--- src/rtl/pipe_perf_monitor.sv ---
// Pipeline performance monitor: cycle and per-channel event counters with a cycle limit,
// plus a snapshot that is streamed out one record per beat over a valid/ready port.
module pipe_perf_monitor #(
  parameter int unsigned NUM_EVT    = 4,
  parameter int unsigned CNT_W      = 32,
  parameter int unsigned SAT        = 0,
  parameter int unsigned MAX_CYCLES = 30,
  parameter int unsigned IDX_W      = 3
) (
  input  logic               clk_i,
  input  logic               rst_i,
  input  logic               start_i,
  input  logic               clr_i,
  input  logic [NUM_EVT-1:0] evt_i,
  input  logic [31:0]        pc_i,
  input  logic               dump_req_i,
  input  logic               dump_ready_i,
  output logic               dump_valid_o,
  output logic [IDX_W-1:0]   dump_idx_o,
  output logic [CNT_W-1:0]   dump_data_o,
  output logic               dump_last_o,
  output logic               busy_o,
  output logic [NUM_EVT:0]   ovf_o,
  output logic               done_o
);

  localparam int unsigned NumSlot = 2 ** IDX_W;
  localparam logic [IDX_W-1:0] LastIdx = IDX_W'(NUM_EVT + 1);
  localparam logic [CNT_W-1:0] CntMax = '1;

  typedef enum logic [0:0] {StIdle, StSend} state_e;

  state_e           state_q, state_d;
  logic [IDX_W-1:0] idx_q, idx_d;
  logic [CNT_W-1:0] cyc_q, cyc_d;
  logic [CNT_W-1:0] evt_q [NUM_EVT];
  logic [CNT_W-1:0] evt_d [NUM_EVT];
  logic [NUM_EVT:0] ovf_q, ovf_d;
  // Sized to the full index space so any idx value selects a defined slot.
  logic [CNT_W-1:0] shadow_q [NumSlot];
  logic [CNT_W-1:0] shadow_d [NumSlot];

  logic [CNT_W:0]   cyc_step;
  logic [CNT_W:0]   evt_step [NUM_EVT];
  logic [CNT_W-1:0] pc_fit;
  logic             done;
  logic             cnt_en;
  logic             sending;

  // Returns {overflow, next value} for one increment.
  function automatic logic [CNT_W:0] bump(input logic [CNT_W-1:0] v);
    if (v == CntMax) begin
      bump = {1'b1, (SAT != 0) ? CntMax : {CNT_W{1'b0}}};
    end else begin
      bump = {1'b0, v + CNT_W'(1)};
    end
  endfunction

  assign done    = (MAX_CYCLES != 0) && (cyc_q == CNT_W'(MAX_CYCLES));
  assign cnt_en  = start_i & ~done & ~clr_i;
  assign pc_fit  = CNT_W'(pc_i);
  assign sending = (state_q == StSend);

  always_comb begin
    cyc_step = bump(cyc_q);
    for (int k = 0; k < int'(NUM_EVT); k++) begin
      evt_step[k] = bump(evt_q[k]);
    end
  end

  always_comb begin
    cyc_d = cyc_q;
    ovf_d = ovf_q;
    for (int k = 0; k < int'(NUM_EVT); k++) begin
      evt_d[k] = evt_q[k];
    end
    if (clr_i) begin
      cyc_d = '0;
      ovf_d = '0;
      for (int k = 0; k < int'(NUM_EVT); k++) begin
        evt_d[k] = '0;
      end
    end else if (cnt_en) begin
      cyc_d    = cyc_step[CNT_W-1:0];
      ovf_d[0] = ovf_q[0] | cyc_step[CNT_W];
      for (int k = 0; k < int'(NUM_EVT); k++) begin
        if (evt_i[k]) begin
          evt_d[k]   = evt_step[k][CNT_W-1:0];
          ovf_d[k+1] = ovf_q[k+1] | evt_step[k][CNT_W];
        end
      end
    end
  end

  always_comb begin
    state_d = state_q;
    idx_d   = idx_q;
    for (int s = 0; s < int'(NumSlot); s++) begin
      shadow_d[s] = shadow_q[s];
    end
    unique case (state_q)
      StIdle: begin
        if (dump_req_i) begin
          // Snapshot takes the pre-edge counter values.
          shadow_d[0] = cyc_q;
          for (int k = 0; k < int'(NUM_EVT); k++) begin
            shadow_d[k+1] = evt_q[k];
          end
          shadow_d[NUM_EVT+1] = pc_fit;
          idx_d   = '0;
          state_d = StSend;
        end
      end
      StSend: begin
        if (dump_ready_i) begin
          if (idx_q == LastIdx) begin
            idx_d   = '0;
            state_d = StIdle;
          end else begin
            idx_d = idx_q + IDX_W'(1);
          end
        end
      end
      default: state_d = StIdle;
    endcase
  end

  always_ff @(posedge clk_i) begin
    if (rst_i) begin
      state_q <= StIdle;
      idx_q   <= '0;
      cyc_q   <= '0;
      ovf_q   <= '0;
      for (int k = 0; k < int'(NUM_EVT); k++) begin
        evt_q[k] <= '0;
      end
      for (int s = 0; s < int'(NumSlot); s++) begin
        shadow_q[s] <= '0;
      end
    end else begin
      state_q <= state_d;
      idx_q   <= idx_d;
      cyc_q   <= cyc_d;
      ovf_q   <= ovf_d;
      for (int k = 0; k < int'(NUM_EVT); k++) begin
        evt_q[k] <= evt_d[k];
      end
      for (int s = 0; s < int'(NumSlot); s++) begin
        shadow_q[s] <= shadow_d[s];
      end
    end
  end

  assign busy_o       = sending;
  assign dump_valid_o = sending;
  assign dump_idx_o   = idx_q;
  assign dump_data_o  = sending ? shadow_q[idx_q] : '0;
  assign dump_last_o  = sending && (idx_q == LastIdx);
  assign ovf_o        = ovf_q;
  assign done_o       = done;

endmodule

--- config.mk ---
export PLATFORM = sky130hd
export DESIGN_NAME = pipe_perf_monitor
export DESIGN_NICKNAME = d
export VERILOG_FILES = /design/src/rtl/pipe_perf_monitor.sv
export SDC_FILE = /design/constraint.sdc
export NUM_CORES = 1
export LEC_CHECK = 0
export ABC_AREA = 1
export CAP_MARGIN = 40
export CELL_PAD_IN_SITES_DETAIL_PLACEMENT = 0
export CELL_PAD_IN_SITES_GLOBAL_PLACEMENT = 1
export CORE_MARGIN = 3
export CORE_UTILIZATION = 45
export CTS_CLUSTER_SIZE = 40
export DETAILED_ROUTE_END_ITERATION = 10
export MAX_ROUTING_LAYER = met4
export PLACE_DENSITY = 0.85
export SLEW_MARGIN = 10
export SYNTH_ARGS = -nofsm -noshare
export SYNTH_HDL_FRONTEND = slang
export SYNTH_SLANG_ARGS = --single-unit
--- constraint.sdc ---
create_clock -name clk_i -period 8.05 [get_ports clk_i]
set_input_delay 1.61 -clock clk_i [delete_from_list [all_inputs] [get_ports clk_i]]
set_output_delay 1.61 -clock clk_i [all_outputs]
set_load 0.03 [all_outputs]
==> results by group <==
Placed design
  • RD Place Congestion: 0.965
  • Placed Cells: 3286
  • HPWL Detailed: 44.0 mm
  • Setup slack at placement: 3.46 ns
  • IO Port Bufs: 85
  • Placed Area: 0.0207 mm²

Finish
  • Area growth syn-to-layout: 13.7%
  • Fill cell count: 4257
  • Share of layout cells above drive strength 1: 0.0434
  • Register area: 0.00921 mm²
  • Final Non-Filler Cells: 3363
  • Final Instance Area: 0.0222 mm²
  • # diodes: 0
  • Multi-input gate area: 0.00865 mm²
  • Total Nets Final: 2801

GRT
  • Gr ovfl total: 0
  • Initial antenna violation count: 1
  • Number of global-route vias before repair: 16000
  • First-pass GRT wire length: 94.5 mm
  • GRT Total Usage: 0.268
  • Pin count of the biggest net entering global routing: 193

Synthesis
  • Seq/Total Area, Yosys: 0.472
  • Most frequent cell after synthesis: nand2_1
  • Synth Flop Type: edfxtp_1
  • Ys Warns: 0
  • Synth top cells by count: 682 x nand2_1, 654 x nor2_1, 302 x inv_1
  • Library cells used by synthesis: 41
  • Post-synthesis register bit count: 364
  • Syn Nets: 2762
  • Avg Cell Area, Syn: 7.19 µm²
  • Leading area contributor after synthesis: edfxtp_1
  • EDFF count, synth: 192
  • Synth top area share: 0.295
  • Area of the mapped netlist: 0.0195 mm²
  • Post-synth ARST share: 0
  • Largest cells by area after synthesis: edfxtp_1 30%, dfxtp_1 18%, nand2_1 13%, nor2_1 13%, inv_1 5.8%
  • Syn Inst Count: 2714

Timing
  • Worst setup margin: 2.82 ns
  • Min cycle time layout: 5.23 ns
  • Slew of the pin with the lowest slew margin: 1.20 ns
  • Max Slew Vio Count: 0
  • Final count of negative-setup-slack endpoints: 0
  • Setup TNS: 0 ns
  • Max-slew headroom: 0.199
  • RSZ-0062 raised after global routing: no
  • Crit share post-route: 0.650
  • Final Hold Vio Count: 0
  • Fmax: 191 MHz
  • Clock Skew: 0.0260 ns

Die
  • Initial Utilization: 0.460
  • Core ar.: 0.0424 mm²
  • FP Rows: 75
  • Die area: 0.0459 mm²
  • I/O pin cnt: 86
  • Die Y-Extent: 214 µm
  • Die Span X: 214 µm

Power and ir drop
  • Leakage power: 8.04 nW
  • Final Power: 4.33 mW
  • P per Cell Area: 195 mW/mm²
  • VDD IR-drop max: 0.000139 V

Run status
  • Status: completed

Worst setup path
  • Slowest CP cell: clkdlybuf4s50_1
  • Crit-path max cell delay: 0.70 ns
  • Crit path kind: flip-flop to output pin
  • Worst path cell trace: buf_4 > inv_2 > buf_4 > nor2_1 > o32ai_1 > nand2_1 > a21oi_1 > clkdlybuf4s50_1
  • CP most frequent cell: buf_4
  • CP Data Arrival Time: 3.62 ns
  • Max FO, Critical Path: 78
  • Worst setup SP type: flip-flop
  • CP Capture Type: output pin
  • CP required: 6.44 ns

Flow run
  • Max-cap violations: 0

Worst hold path
  • Worst min path class: flip-flop to flip-flop

CTS
  • Clk root buf: clkbuf_16
  • TritonCTS clock tree: built
  • CTS clock-pin slew for the worst setup and hold paths: 0.06 ns
  • Post CTS Setup Buffer Count: 0
  • Post-CTS Hold Buffers: 0
  • Clk sinks: 364
  • Clock tree buffer depth: 3
  • # resized after CTS: 0
  • CTS buffer count: 42
  • H-tree depth: 2
  • Clock Latency Late Sink: 0.57 ns

Detailed routing
  • Routed WL: 60.9 mm
  • Antenna viol nets, final: 0
  • Initial DRT Pass Iterations: 6
  • Via density: 5.25
  • Remaining DRCs: 0
  • Vias: 17700
  • Drt wl/cell: 18.1 µm
  • Violation count after the first detailed-route iteration: 1825
==> cell usage in the layout (no fill, tap or decap), types with 3 or more instances in the layout <==
cell / synthesis / final
nor2_1: 654 / 652
nand3b_1: 8 / 8
nor2_4: 2 / 3
clkinvlp_4: 0 / 6
o21ai_0: 106 / 106
o21a_1: 35 / 35
inv_1: 302 / 301
or2_1: 4 / 4
nor2_2: 8 / 9
inv_2: 10 / 11
o21ai_1: 15 / 15
nand2_4: 2 / 4
nand2_2: 6 / 6
o32ai_1: 32 / 32
nor3_1: 40 / 40
clkbuf_1: 62 / 13
nand2_1: 682 / 680
a21oi_1: 113 / 113
clkbuf_16: 0 / 44
ha_1: 6 / 6
dfxtp_1: 172 / 170
nand3_4: 4 / 4
inv_6: 0 / 3
xor2_1: 45 / 45
bufinv_16: 0 / 6
nand3_1: 138 / 138
buf_4: 4 / 9
edfxtp_1: 192 / 192
o21bai_1: 3 / 3
clkinv_2: 0 / 3
nand4_1: 18 / 18
clkdlybuf4s50_1: 0 / 85
==> flip-flops by register name, summed over array words and instances, names as in the netlist, named ones only <==
name,cells
busy_o,1
cyc_q,32
dump_idx_o,3
evt_q,128
ovf_o,5
shadow_q,192
==> power by group <==
group	internal (mW)	switching [mW]	leakage [nW]
combinational	0.0700	0.170	3.90
clock	1.22	0.816	0.681
sequential	2.01	0.0379	3.47
total	3.30	1.02	8.04
==> worst paths after layout <==
| check | depth (start not counted) | slack, ns | start | end |
|---|---|---|---|---|
| max reg2reg | 12 | 5.49 | cyc_q[0] | cyc_q[21] |
| min | 2 | 0.48 | ovf_o[1] | ovf_o[1] |
| min reg2reg | 2 | 0.48 | ovf_o[1] | ovf_o[1] |
| max | 8 | 2.82 | flip-flop | dump_data_o[21] |
==> worst max-delay path, delay by kind of cell (launching register included) <==
family                 cells  cell delay [ns]
and+or+nand+nor            2             0.24
AOI/OAI and AO/OA          2             0.53
buffers and inverters      4             1.93
DFF                        1             0.31
==> cell type report <==
type | count | area share
multi-input cells | 1934 | 0.390
repair buffers | 97 | 0.0444
clock buffers | 59 | 0.0531
inverters | 314 | 0.0532
clock inverters | 18 | 0.0120
well taps | 577 | 0.0325
flip-flops and latches | 364 | 0.415
==> logic make-up after synthesis <==
kind of cell	synth area share
DFF	0.472
adders and majority gates	0.00385
AOI/OAI and AO/OA	0.0910
xor gates and xnor gates	0.0202
buffers and inverters	0.0863
and+or+nand+nor	0.327
==> metrics by stage <==
step	hold slack, ns	util
5_1_grt	0.516	0.523
3_5_place_dp	0.477	0.489
2_1_floorplan	0.443	-
3_3_place_gp	0.461	0.488
4_1_cts	0.488	0.523
6_report	0.479	0.523
==> layer usage <==
layer / GRT usage / part of all wire
met1: 0.377 / 0.46
met2: 0.390 / 0.43
met3: 0.0424 / 0.064
met4: 0.0985 / 0.041
met5: - / 0
(Power assumes the default switching activity.)
==> RTL change 1 (same settings) <==
`CNT_W`: 32 -> 16.
--- a/src/rtl/pipe_perf_monitor.sv
+++ b/src/rtl/pipe_perf_monitor.sv
@@ -2,7 +2,7 @@
 // plus a snapshot that is streamed out one record per beat over a valid/ready port.
 module pipe_perf_monitor #(
   parameter int unsigned NUM_EVT    = 4,
-  parameter int unsigned CNT_W      = 32,
+  parameter int unsigned CNT_W      = 16,
   parameter int unsigned SAT        = 0,
   parameter int unsigned MAX_CYCLES = 30,
   parameter int unsigned IDX_W      = 3
Interface: changed (resized dump_data_o); port bits go from 86 to 70. The function was not compared with the original's and may differ.
==> RTL change 1 against the unedited design <==
- worst setup slack improved by 0.51 ns
- design area decreased by 51%
- power shrank 54%
- routed wire length decreased by 62%
- area after synthesis fell by 52%
- synthesized cell count is 56% lower
- utilization is 0.67 points higher
- critical endpoint is now dump_data_o[4]
- clock power fell by 60%
- sequential cell count decreased by 176
==> RTL change 1: results (changes against the unedited design) <==
- # resized after CTS: 0 (unchanged)
- Drt pass-1 iters: 5 (was 6)
- EDFF count, synth: 96 (was 192)
- Synth Flop Type: edfxtp_1 (unchanged)
- # port buffers: 53 (was 85)
- Drt initial violations: 620 (was 1,825)
- Area Growth Syn to Fin: 14.6% (was 13.7%)
- Yosys cell types: 35 (was 41)
- Initial antenna violation count: 0 (was 1)
- Biggest regs: shadow_q x96, evt_q x64, cyc_q x16 (was shadow_q x192, evt_q x128, cyc_q x32)
- CP top delay family: buffers and inverters (unchanged)
- Via count: 7,801 (was 17,700)
- Fillers: 1,967 (was 4,257)
- Share of cells above drive strength 1: 5.25% (was 4.34%)
- CTS H-tree lvls: 4 (was 2)
- Global-route wire length before repair: 37,600 um (was 94,500 um)
- Status: complete, no violations (unchanged)
- Setup violations, final: 0 (unchanged)
- Max-Slew Margin vs Limit: 58.1% (was 19.9%)
- Ys async rst share: 0% (unchanged)
- Dpl cell area: 10,200 um2 (was 20,700 um2)
- Data arrival, critical path: 3.11 ns (was 3.62 ns)
- Via density: 5.11 (was 5.25)
- Worst-path clk slew: 0.08 ns (was 0.06 ns)
- Largest net degree at the start of global routing: 67 (was 193)
- N_diodes: 0 (unchanged)
- CTS Buf Count: 17 (was 42)
- GRT Util Overall: 21.6% (was 26.8%)
- Pre-CTS setup slack: 3.85 ns (was 3.46 ns)
- Number of nets in the layout: 1,293 (was 2,801)
- Hold Crit Class: flip-flop to flip-flop (unchanged)
- Synth warnings: 0 (unchanged)
- Vias in the first global route: 7,301 (was 16,000)
- Clk buf depth: 2 (was 3)
- DRT antenna net count: 0 (unchanged)
- Final Wtd Congestion: 0.881 (was 0.965)
- Most frequent cells after synthesis: nand2_1, nor2_1, inv_1 (unchanged)
- Placed insts: 1,496 (was 3,286)
- LEAKAGE: 0.00407 uW (was 0.00804 uW)
- Slowest library cell on the worst path: clkdlybuf4s50_1 (unchanged)
- Post-DP HPWL: 16,700 um (was 44,000 um)
- Root buffer cell: clkbuf_16 (unchanged)
- Setup bufs post-CTS: 0 (unchanged)
- Peak per-stage delay on the critical path: 0.74 ns (was 0.70 ns)
- Synth top area cells: edfxtp_1, dfxtp_1, nand2_1, nor2_1, inv_1 (unchanged)
- Final WL: 23,300 um (was 60,900 um)
- Fin Clk Skew: 0.0111 ns (was 0.0260 ns)
- Worst vdd ir: 145 uV (was 139 uV)
- Post-Syn Instances: 1,204 (was 2,714)
- Crit path max fanout: 49 (was 78)
- Seq/Total Area, Yosys: 50.2% (was 47.2%)
- Worst-Skew Late Latency: 0.44 ns (was 0.57 ns)
==> RTL change 1: cell count changes after synthesis, sizes merged, moves of 46 or more <==
| cell | change |
|---|---|
| nor2 | -445 |
| dfxtp | -80 |
| inv | -149 |
| edfxtp | -96 |
| nand2 | -451 |
| nand3 | -65 |
| a21oi | -46 |
==> RTL change 1: power breakdown <==
group | internal [uW] | switching (uW) | total [uW]
Clock | 414 | 408 | 822
Combinational | 39.9 | 86.3 | 126
Sequential | 1030 | 11.1 | 1040
Total | 1490 | 505 | 1990
==> RTL change 1: metal layers <==
| metal | share of wire [%] | vias up | track usage (%) |
|---|---|---|---|
| met2 | 47 | 153 | 34.4 |
| met4 | 1.8 | 0 | 6.17 |
| li1 | - | 4004 | - |
| met1 | 47 | 3619 | 29.0 |
| met3 | 4.3 | 25 | 3.22 |
| met5 | 0 | - | - |
==> RTL change 1: final timing paths <==
kind                     to  slack, ns  cells past startpoint       from
max          dump_data_o[4]       3.33                      8  flip-flop
min                ovf_o[4]       0.47                      2   ovf_o[4]
max reg2reg    evt_q[2][15]       5.79                      9   cyc_q[0]
min reg2reg        ovf_o[4]       0.47                      2   ovf_o[4]
==> RTL change 1: final cells by class <==
class	count	area share [%]
sequential	188	43.8
multi-input combinational	811	36.0
timing repair buffer	62	6.05
inverter	165	5.76
clock buffer	17	3.94
tap	270	3.13
clock inverter	15	1.32
==> RTL change 1: cells by family (layout without fill, tap and decap cells) <==
| family | count (synthesis) | count (layout) | synth area share, % |
|---|---|---|---|
| fa+ha+maj | 6 | 6 | 0.797 |
| simple gates | 589 | 589 | 26.4 |
| compound gates | 179 | 179 | 10.2 |
| flops | 188 | 188 | 50.2 |
| xor+xnor | 21 | 21 | 1.95 |
| buf+inv | 205 | 259 | 8.77 |
| mux | 16 | 16 | 1.70 |
==> RTL change 2 (same flow settings) <==
Made on the original files. Register the output `ovf_o` once more; this adds one clock of latency there. The other outputs are not delayed to match.
--- a/src/rtl/pipe_perf_monitor.sv
+++ b/src/rtl/pipe_perf_monitor.sv
@@ -156,7 +156,9 @@
   assign dump_idx_o   = idx_q;
   assign dump_data_o  = sending ? shadow_q[idx_q] : '0;
   assign dump_last_o  = sending && (idx_q == LastIdx);
-  assign ovf_o        = ovf_q;
+  always_ff @(posedge clk_i) begin
+    ovf_o <= ovf_q;
+  end
   assign done_o       = done;
 
 endmodule
Check against the original RTL: same outputs for any inputs over 4 cycles, from zero or initial values and one cycle with rst_i high; that may be too few to reach the edited logic, so the function may still have changed.
==> RTL change 2 against the unedited design <==
- via count grew 1.3%
- power up 5.0%
- synthesized cell count is 0.33% higher
- design area increased by 1.3%
- sequential cell count is 5 higher
- area after synthesis increased by 0.45%
- clock skew is 0.0044 ns lower
- fmax is 4.7% lower
- non-clock buffer count increased by 2
- worst setup slack worse by 0.26 ns
- worst hold slack worse by 0.13 ns
- routed wire length grew 2.8%
==> RTL change 2: results (changes against the unedited design) <==
- Status: complete, no violations (unchanged)
- Crit path max fanout: 97 (was 78)
- Clk buf depth: 3 (unchanged)
- Dpl cell area: 20,900 um2 (was 20,700 um2)
- Vias in the first global route: 16,700 (was 16,000)
- Worst-Skew Late Latency: 0.58 ns
- Final cell count without fillers: 3,377 (was 3,363)
- Yosys cell types: 36 (was 41)
- Worst vdd ir: 148 uV (was 139 uV)
- Avg WL per Cell: 18.5 um (was 18.1 um)
- CTS Buf Count: 43 (was 42)
- GRT Util Overall: 27.3% (was 26.8%)
- Placed insts: 3,296 (was 3,286)
- Post-DP HPWL: 45,400 um (was 44,000 um)
- Peak per-stage delay on the critical path: 0.75 ns (was 0.70 ns)
- Share of cells above drive strength 1: 4.50% (was 4.34%)
- Via density: 5.30 (was 5.25)
- # resized after CTS: 0 (unchanged)
- Fillers: 4,110 (was 4,257)
- Global-route wire length before repair: 96,200 um (was 94,500 um)
- Data arrival, critical path: 3.88 ns (was 3.62 ns)
- Worst Hold Path Cells: 0 (was 2)
- Synth top area cells: edfxtp_1, dfxtp_1, nand2_1, nor2_1, inv_1 (unchanged)
- R2R depth: 11 (was 12)
- LEAKAGE: 0.00831 uW (was 0.00804 uW)
- Final Wtd Congestion: 0.930 (was 0.965)
- Most frequent cells after synthesis: nand2_1, nor2_1, inv_1 (unchanged)
- Seq/Total Area, Yosys: 47.5% (was 47.2%)
-- RTL change 2: path summary, 6_finish.rpt --
kind | from | endpoint | slack (ns)
worst max register to register | cyc_q[0] | cyc_q[31] | 5.32
worst min register to register | ovf_q[3] | ovf_o[3] | 0.35
worst min-delay path | ovf_q[3] | ovf_o[3] | 0.35
worst max-delay path | flip-flop | dump_data_o[22] | 2.56
-- RTL change 2: final cells by class --
class / instances / area, um2 / area share [%]
antenna: 1 / 2.50 / 0.0111
clock buffer: 49 / 1140 / 5.07
clock inverter: 31 / 473 / 2.10
inverter: 338 / 1270 / 5.65
multi-input combinational: 1913 / 8570 / 38.1
sequential: 369 / 9310 / 41.4
tap: 577 / 722 / 3.21
timing repair buffer: 99 / 996 / 4.43
-- RTL change 2: cells by family after synthesis --
family                   Yosys count  share of synthesized area, %
AND/OR/NAND/NOR                 1535                          31.5
XOR/XNOR                          56                          2.50
AO/OA/AOI/OAI                    316                          9.18
adder cells (fa/ha/maj)            6                         0.383
buffers and inverters            441                          8.92
flip-flops                       369                          47.5
-- RTL change 2: worst register-to-register path, delay by kind of cell, from the launching register on --
kind          cells  cell delay (ns)
fa+ha+maj         1             0.24
buf+inv           2             0.71
flops             1             0.38
simple gates      8             1.29
-- RTL change 2: metal layers --
| metal | GRT usage, % | share of wire, % |
|---|---|---|
| met1 | 37.9 | 45 |
| met4 | 12.7 | 5.1 |
| met3 | 3.04 | 6.6 |
| met2 | 40.2 | 43 |
| met5 | - | 0 |
-- RTL change 2: report_power, final --
group / leakage (uW) / switching, uW / total, uW / internal [uW]
Combinational: 0.00403 / 172 / 242 / 69.9
Clock: 0.000779 / 844 / 2220 / 1380
Sequential: 0.00351 / 42.1 / 2080 / 2040
Total: 0.00831 / 1060 / 4550 / 3490
